==> src/rtl/kmc_brg_pkg.sv <==
// Shared types for the KMC branch register: op codes, sequencer states and
// the microcode field decode reused by the CRAM decoder.
package kmc_brg_pkg;

    typedef enum logic [2:0] {
        BRG_NOP  = 3'd0,
        BRG_LOAD = 3'd1,
        BRG_RORD = 3'd2,
        BRG_SHR1 = 3'd3,
        BRG_SHL1 = 3'd4,
        BRG_ASR1 = 3'd5,
        BRG_RORN = 3'd6,
        BRG_SHRN = 3'd7
    } brg_op_t;

    typedef enum logic {
        BRG_IDLE  = 1'b0,
        BRG_SHIFT = 1'b1
    } brg_state_t;

    // A cleared write-enable bit in the microword forces NOP regardless of the select field.
    function automatic brg_op_t brg_op_decode(input logic brg_wr, input logic [2:0] brg_sel);
        return brg_wr ? brg_op_t'(brg_sel) : BRG_NOP;
    endfunction

endpackage

==> src/rtl/kmc_brg_shift1.sv <==
// Combinational one-step BRG shifter, shared by the single-step ops and
// every step of the multi-cycle RORN/SHRN sequence.
module kmc_brg_shift1
    import kmc_brg_pkg::*;
#(
    parameter int unsigned WIDTH = 8
) (
    input  brg_op_t          op,
    input  logic [WIDTH-1:0] value,
    input  logic             cin,
    input  logic [WIDTH-1:0] din,
    output logic [WIDTH-1:0] result,
    output logic             cout
);

    always_comb begin
        result = value;
        cout   = 1'b0;
        case (op)
            BRG_LOAD: result = din;
            BRG_RORD: result = {din[0], din[WIDTH-1:1]};
            BRG_SHR1, BRG_SHRN: begin
                result = {cin, value[WIDTH-1:1]};
                cout   = value[0];
            end
            BRG_SHL1: begin
                result = {value[WIDTH-2:0], cin};
                cout   = value[WIDTH-1];
            end
            BRG_ASR1: begin
                result = {value[WIDTH-1], value[WIDTH-1:1]};
                cout   = value[0];
            end
            BRG_RORN: begin
                result = {value[0], value[WIDTH-1:1]};
                cout   = value[0];
            end
            default: begin
                result = value;
                cout   = 1'b0;
            end
        endcase
    end

endmodule

==> src/rtl/kmc_brg_seq.sv <==
// KMC branch register with legacy moves, single-step shifts and a
// clken-sequenced shift-by-N engine with busy/done handshake.
module kmc_brg_seq
    import kmc_brg_pkg::*;
#(
    parameter int unsigned WIDTH = 8,
    parameter int unsigned CNTW  = $clog2(WIDTH) + 1
) (
    input  logic             clk,
    input  logic             rst_n,
    input  logic             init,
    input  logic             clken,
    input  brg_op_t          op,
    input  logic [CNTW-1:0]  cnt,
    input  logic [WIDTH-1:0] din,
    input  logic             cin,
    output logic [WIDTH-1:0] brg,
    output logic             cout,
    output logic             busy,
    output logic             done,
    output logic             zero,
    output logic             msb,
    output logic             lsb
);

    brg_state_t       state, state_d;
    brg_op_t          op_q, op_q_d, sh_op;
    logic [CNTW-1:0]  rem, rem_d;
    logic [WIDTH-1:0] brg_d, sh_val;
    logic             cout_d, busy_d, done_d, sh_cout;

    // While sequencing, the shifter follows the op latched at issue, not the live op port.
    assign sh_op = (state == BRG_SHIFT) ? op_q : op;

    kmc_brg_shift1 #(.WIDTH(WIDTH)) u_shift1 (
        .op     (sh_op),
        .value  (brg),
        .cin    (cin),
        .din    (din),
        .result (sh_val),
        .cout   (sh_cout)
    );

    always_ff @(posedge clk) begin
        if (!rst_n || init) begin
            state <= BRG_IDLE;
            op_q  <= BRG_NOP;
            rem   <= '0;
            brg   <= '0;
            cout  <= 1'b0;
            busy  <= 1'b0;
            done  <= 1'b0;
        end else begin
            state <= state_d;
            op_q  <= op_q_d;
            rem   <= rem_d;
            brg   <= brg_d;
            cout  <= cout_d;
            busy  <= busy_d;
            done  <= done_d;
        end
    end

    always_comb begin
        state_d = state;
        op_q_d  = op_q;
        rem_d   = rem;
        brg_d   = brg;
        cout_d  = cout;
        busy_d  = busy;
        done_d  = 1'b0;
        case (state)
            BRG_IDLE: begin
                if (clken) begin
                    case (op)
                        BRG_LOAD, BRG_RORD: brg_d = sh_val;
                        BRG_SHR1, BRG_SHL1, BRG_ASR1: begin
                            brg_d  = sh_val;
                            cout_d = sh_cout;
                        end
                        BRG_RORN, BRG_SHRN: begin
                            if (cnt == '0) begin
                                done_d = 1'b1;
                            end else begin
                                rem_d   = cnt;
                                op_q_d  = op;
                                busy_d  = 1'b1;
                                state_d = BRG_SHIFT;
                            end
                        end
                        default: ;
                    endcase
                end
            end
            BRG_SHIFT: begin
                if (clken) begin
                    brg_d  = sh_val;
                    cout_d = sh_cout;
                    rem_d  = rem - CNTW'(1);
                    if (rem == CNTW'(1)) begin
                        state_d = BRG_IDLE;
                        busy_d  = 1'b0;
                        done_d  = 1'b1;
                    end
                end
            end
            default: state_d = BRG_IDLE;
        endcase
    end

    assign zero = (brg == '0);
    assign msb  = brg[WIDTH-1];
    assign lsb  = brg[0];

endmodule

==> config.mk <==
export PLATFORM = sky130hd
export DESIGN_NAME = kmc_brg_seq
export DESIGN_NICKNAME = d
export VERILOG_FILES = /design/src/rtl/kmc_brg_pkg.sv /design/src/rtl/kmc_brg_shift1.sv /design/src/rtl/kmc_brg_seq.sv
export SDC_FILE = /design/constraint.sdc
export NUM_CORES = 1
export LEC_CHECK = 0
export BUFFER_PORTS_ARGS = -buffer_cell sky130_fd_sc_hd__buf_4
export CAP_MARGIN = 20
export CELL_PAD_IN_SITES_DETAIL_PLACEMENT = 1
export CELL_PAD_IN_SITES_GLOBAL_PLACEMENT = 1
export CORE_ASPECT_RATIO = 1.4
export CORE_MARGIN = 8
export CORE_UTILIZATION = 39
export CTS_CLUSTER_SIZE = 30
export DETAILED_ROUTE_END_ITERATION = 7
export PLACE_DENSITY = 0.79
export SYNTH_ARGS = -nofsm -noshare
export SYNTH_HDL_FRONTEND = slang
export SYNTH_SLANG_ARGS = --single-unit
==> constraint.sdc <==
create_clock -name clk -period 2 [get_ports clk]
set_input_delay 0.1 -clock clk [delete_from_list [all_inputs] [get_ports clk]]
set_output_delay 0.1 -clock clk [all_outputs]
set_load 0.1 [all_outputs]
==> impl_metrics.env, run 1 <==
export IMPL_status="completed"
export IMPL_die_area_um2=6120
export IMPL_min_period_ps=1880
export IMPL_drv_slew=0
export IMPL_synthTopCellsByArea="dfxtp_1 25%, a21oi_1 7.0%, a211oi_1 4.5%"
export IMPL_antenna_diode_count=0
export IMPL_fmax_ghz=0.531
export IMPL_p_leak_nw=0.700
export IMPL_dp_hpwl_mm=4.36
export IMPL_antenna_found_initial=0
export IMPL_vias_per_cell=6.46
export IMPL_fin_util_pct=50.0
export IMPL_drt_initial_drc_count=85
export IMPL_grt_use_total_pct=18.3
export IMPL_fp_row_count=26
export IMPL_ioPinCount=34
export IMPL_synth_top_area_share_pct=25.4
export IMPL_vias=1700
export IMPL_synth_avg_cell_area_um2=7.90
export IMPL_start_kind="flop"
export IMPL_min_path_type="in2reg"
export IMPL_placedCellCount=259
export IMPL_initial_core_util_pct=40.8
export IMPL_clock_skew_ps=6.00
export IMPL_slowest_stage="or3b_1"
export IMPL_max_cap_violations=0
export IMPL_vdd_drop_max_mv=0.504
export IMPL_cts_tree="yes"
export IMPL_finalCritPeriodShare_pct=94.2
export IMPL_clk_latency_ps=260
export IMPL_rsz0062_at_grt="false"
export IMPL_synth_nets=212
export IMPL_ys_types=53
export IMPL_drc=0
export IMPL_clk_pin_slew_ps=80
export IMPL_tightest_slew_ps=607
export IMPL_cts_htree_levels=1
export IMPL_synth_cells=190
export IMPL_synth_top_area_cell="dfxtp_1"
export IMPL_finalSetupViolations=0
export IMPL_wl_per_cell_um=20.9
export IMPL_hold_buffers=0
export IMPL_grt_pass1_vias=1829
export IMPL_synthArstFlopShare_pct=0
export IMPL_antenna_left=0
export IMPL_worstPathCellList="or3b_1 > and2_4 > a311oi_1 > a211oi_1"
export IMPL_clockBufferDepth=2
export IMPL_area_growth_pct=22.5
export IMPL_seqCellArea_um2=380
export IMPL_ys_flop_type="dfxtp_1"
export IMPL_nNetsFinal=244
export IMPL_critPathRequiredTime_ps=2130
export IMPL_syn_area_um2=1500
export IMPL_setup_tns_ps=0
export IMPL_mostFrequentLayoutCells="45 x buf_4, 21 x a21oi_1, 19 x dfxtp_1"
export IMPL_crit_type="reg2reg"
export IMPL_dr_pass1_iters=4
export IMPL_die_y_um=89.4
export IMPL_synth_edf_count=0
export IMPL_clockRootBuffer="clkbuf_8"
export IMPL_fill_cells=475
export IMPL_clock_sinks=19
export IMPL_drt_wl_total_mm=5.50
export IMPL_ys_ff_latch=19
export IMPL_die_w_um=68.4
export IMPL_multiInputGateArea_um2=976
export IMPL_post_cts_repair_setup_buffers=0
export IMPL_worstPathMaxFanout=10
export IMPL_ys_seq_area_share_pct=25.4
export IMPL_power_density_nw_per_um2=582
export IMPL_drive_gt1_share_pct=27.1
export IMPL_cp_end_kind="flop"
export IMPL_layout_commonest_cell="buf_4"
export IMPL_grt_first_pass_wirelength_mm=8.71
export IMPL_grt_max_degree=18
export IMPL_cts_buffers=3
export IMPL_hold_viol=0
export IMPL_grt_ovfl_total=0
export IMPL_instances_no_fill=263
export IMPL_routabilityCongestion=0.884
export IMPL_slew_headroom_pct=59.2
export IMPL_cp_arrival_ps=2020
export IMPL_port_buffers=33
export IMPL_cts_resized=0
export IMPL_critPathMaxStageDelay_ps=560
export IMPL_fp_coreArea_um2=3680
export IMPL_ys_warn_count=0
[metal layers]
layer  share of wire (%)  vias to the layer above  global-route usage (%)
li1                    -                      783                       -
met1                  37                      820                    18.1
met2                  53                       75                    33.2
met3                 5.1                       22                    2.89
met4                 5.2                        0                    12.7
met5                   0                        -                       0
[final cells by class]
type	instances	area share (%)
clock buffers	3	2.25
clock inverters	1	0.272
inverters	12	2.45
multi-input cells	141	53.1
flip-flops and latches	19	20.7
well taps	42	2.86
repair buffers	45	18.4
[path summary, 6_finish.rpt]
kind | start | to | slack [ps] | cells past startpoint
setup reg to reg | state$_SDFF_PP0_ | brg[0]$_SDFFE_PP0P_ | 120 | 4
hold reg to reg | busy$_SDFFE_PP0P_ | busy$_SDFFE_PP0P_ | 550 | 2
hold / removal | clken | busy$_SDFFE_PP0P_ | 120 | 2
setup / recovery | state$_SDFF_PP0_ | brg[0]$_SDFFE_PP0P_ | 120 | 4
[logic make-up after synthesis]
| logic type | count (synthesis) | synth area share (%) |
|---|---|---|
| compound gates | 84 | 38.6 |
| simple gates | 47 | 19.0 |
| buf+inv | 30 | 10.1 |
| flops | 19 | 25.4 |
| mux | 6 | 4.09 |
| xor+xnor | 2 | 1.17 |
| fa+ha+maj | 2 | 1.67 |
[cell usage after synthesis (2+ instances only)]
master / count
o2bb2ai_1: 2
mux2i_1: 5
or2_2: 2
a211oi_1: 9
a21boi_0: 8
nand4b_1: 2
nand3b_1: 4
nand2b_1: 3
buf_2: 7
a31oi_1: 4
buf_4: 2
nand3_1: 5
nand2_1: 4
o211ai_1: 2
o22ai_1: 7
o21ai_0: 9
o31ai_1: 2
xnor2_1: 2
nor2b_1: 3
ha_1: 2
inv_1: 12
buf_6: 3
nor2_1: 10
a311oi_1: 6
nor4_1: 2
and2_1: 2
or4_1: 2
a21oi_1: 21
clkbuf_1: 5
or3b_1: 2
dfxtp_1: 19
[critical path: cells and delay by family, from the launching register on]
family             cells  cell delay, ps
AOI/OAI and AO/OA      2             460
and+or+nand+nor        2             830
DFF                    1             460
[power by group]
| part | internal, mW | switching [mW] |
|---|---|---|
| sequential | 0.390 | 0.0170 |
| clock | 0.139 | 0.142 |
| combinational | 0.127 | 0.254 |
[state kept, by name, summed over array words and instances (netlist names)]
| signal | cells |
|---|---|
| brg | 8 |
| busy | 1 |
| cout | 1 |
| done | 1 |
| op_q | 3 |
| rem | 4 |
| state | 1 |
[stage by stage]
| stage | cell area (um^2) | hold slack [ps] | worst slack (ps) | power [mW] |
|---|---|---|---|---|
| floorplan | 1510 | 318 | 44.6 | 0.681 |
| global placement | 1790 | 376 | 315 | 0.779 |
| detailed placement | 1790 | 398 | 182 | 0.794 |
| CTS | 1840 | 116 | 140 | 1.07 |
| global route | 1840 | 122 | 14.2 | 1.11 |
| finish | 1840 | 117 | 115 | 1.07 |
Power figures use the tool's default switching activity.
==> inputs of run 2 (changes only) <==
--- a/config.mk
+++ b/config.mk
@@ -18,3 +18,4 @@
 export SYNTH_ARGS = -nofsm -noshare
 export SYNTH_HDL_FRONTEND = slang
 export SYNTH_SLANG_ARGS = --single-unit
+export TNS_END_PERCENT = 50
==> constraint.sdc (replaced) <==
create_clock -name clk -period 1.9 [get_ports clk]
set_input_delay 0.095 -clock clk [delete_from_list [all_inputs] [get_ports clk]]
set_output_delay 0.095 -clock clk [all_outputs]
set_load 0.1 [all_outputs]
==> run 2 against run 1 <==
Net effect: first-iteration DRC count down 19%; worst setup slack worse by 25 ps; clock power up 6%; largest power group unchanged.
==> impl_metrics.env, run 2 (synthesis results as in run 1) <==
export IMPL_hold_viol=0
export IMPL_grt_use_total_pct=19.2
export IMPL_antenna_found_initial=0
export IMPL_antenna_diode_count=0
export IMPL_min_period_ps=1810
export IMPL_die_w_um=68.4
export IMPL_max_cap_violations=0
export IMPL_antenna_left=0
export IMPL_ioPinCount=34
export IMPL_clk_latency_ps=260
export IMPL_finalSetupViolations=0
export IMPL_slowest_stage="dfxtp_1"
export IMPL_clock_sinks=19
export IMPL_critPathRequiredTime_ps=2040
export IMPL_power_density_nw_per_um2=611
export IMPL_reg2reg_from="state$_SDFF_PP0_"
export IMPL_cp_arrival_ps=1950
export IMPL_reg_top3="brg (8), rem (4), op_q (3)"
export IMPL_start_kind="flop"
export IMPL_hp_start="clken"
export IMPL_initial_core_util_pct=40.8
export IMPL_fin_ws_ps=90.0
export IMPL_dp_worst_setup_slack_ps=50.8
export IMPL_setup_tns_ps=0
export IMPL_clk_pin_slew_ps=80
export IMPL_fp_row_count=26
export IMPL_vdd_drop_max_mv=0.463
export IMPL_wl_per_cell_um=21.0
export IMPL_grt_ovfl_total=0
export IMPL_grt_pass1_vias=1872
export IMPL_drt_initial_drc_count=69
export IMPL_worstPathMaxFanout=10
export IMPL_tightest_slew_ps=643
export IMPL_cp_end_kind="flop"
export IMPL_crit_start="state$_SDFF_PP0_"
export IMPL_finalCritPeriodShare_pct=95.3
export IMPL_port_buffers=33
export IMPL_status="completed"
export IMPL_mostFrequentLayoutCells="43 x buf_4, 21 x a21oi_1, 14 x dfxtp_1"
export IMPL_die_area_um2=6120
export IMPL_grt_first_pass_wirelength_mm=9.18
export IMPL_vias_per_cell=6.40
export IMPL_vias=1671
export IMPL_p_leak_nw=0.701
export IMPL_dr_pass1_iters=4
export IMPL_fmax_ghz=0.552
export IMPL_area_growth_pct=22.9
export IMPL_top_register="brg"
export IMPL_cts_buffers=3
export IMPL_cts_htree_levels=1
export IMPL_fp_coreArea_um2=3680
export IMPL_cts_tree="yes"
export IMPL_die_y_um=89.4
export IMPL_crit_type="reg2reg"
export IMPL_worstPathCellList="or3b_4 > and2_4 > a311oi_1 > a211oi_1"
export IMPL_drv_slew=0
export IMPL_drt_wl_total_mm=5.49
export IMPL_layout_commonest_cell="buf_4"
export IMPL_rsz0062_at_grt="false"
export IMPL_slew_headroom_pct=56.8
export IMPL_nNetsFinal=242
export IMPL_post_cts_repair_setup_buffers=0
export IMPL_grt_max_degree=15
export IMPL_dp_hpwl_mm=4.22
export IMPL_critPathMaxStageDelay_ps=500
export IMPL_clockRootBuffer="clkbuf_8"
export IMPL_drc=0
export IMPL_largest_register_ffs=8
export IMPL_clock_skew_ps=7.31
export IMPL_routabilityCongestion=0.866
export IMPL_clockBufferDepth=2
export IMPL_drive_gt1_share_pct=30.6
export IMPL_min_path_type="in2reg"
[run 2: layer usage]
layer | part of all wire [%] | track usage [%] | up-vias | wire [um]
met2 | 53 | 35.2 | 57 | 2930
met5 | 0 | 0 | - | 0
li1 | - | - | 780 | -
met1 | 38 | 19.3 | 812 | 2100
met4 | 4.4 | 11.2 | 0 | 241
met3 | 3.9 | 3.14 | 22 | 215
[run 2: per-stage QoR]
step / instances / hold slack (ps) / total power [mW] / cell area (um^2) / util [%]
final: 261 / 119 / 1.13 / 1840 / 50.2
after global placement: 257 / 372 / 0.817 / 1780 / 48.5
after global routing: 261 / 135 / 1.18 / 1840 / 50.2
after floorplan: 190 / 313 / 0.718 / 1510 / -
after CTS: 261 / 114 / 1.12 / 1830 / 49.8
after detailed placement: 257 / 395 / 0.830 / 1780 / 48.5
[run 2: area by class of cell]
| type | count | area, um^2 |
|---|---|---|
| Clock buffer | 3 | 41.3 |
| Sequential cell | 19 | 387 |
| Inverter | 12 | 45.0 |
| Fill cell | 472 | 1830 |
| Tap cell | 42 | 52.6 |
| Multi-Input combinational cell | 141 | 991 |
| Clock inverter | 1 | 5.00 |
| Timing Repair Buffer | 43 | 323 |
[run 2: worst paths after layout]
kind	cells after the start	to	slack, ps
worst max-delay path	4	brg[4]$_SDFFE_PP0P_	90
worst min-delay path	2	busy$_SDFFE_PP0P_	120
worst min register to register	1	rem[3]$_SDFFE_PP0P_	550
worst max register to register	4	brg[4]$_SDFFE_PP0P_	90
[run 2: worst max-delay path: cells and delay by family (launching register included)]
kind	cells	cell delay, ps
AND/OR/NAND/NOR	2	720
flip-flops	1	500
AO/OA/AOI/OAI	2	470
[run 2: power breakdown]
part / total, mW / switching [mW] / internal (mW)
registers: 0.432 / 0.0204 / 0.412
clock network: 0.298 / 0.152 / 0.146
logic: 0.397 / 0.264 / 0.133
[run 2: timing repair]
action                     CTS  global route
setup endpoints to repair    0             7
hold buffers                 0             0
resized for setup            0             4
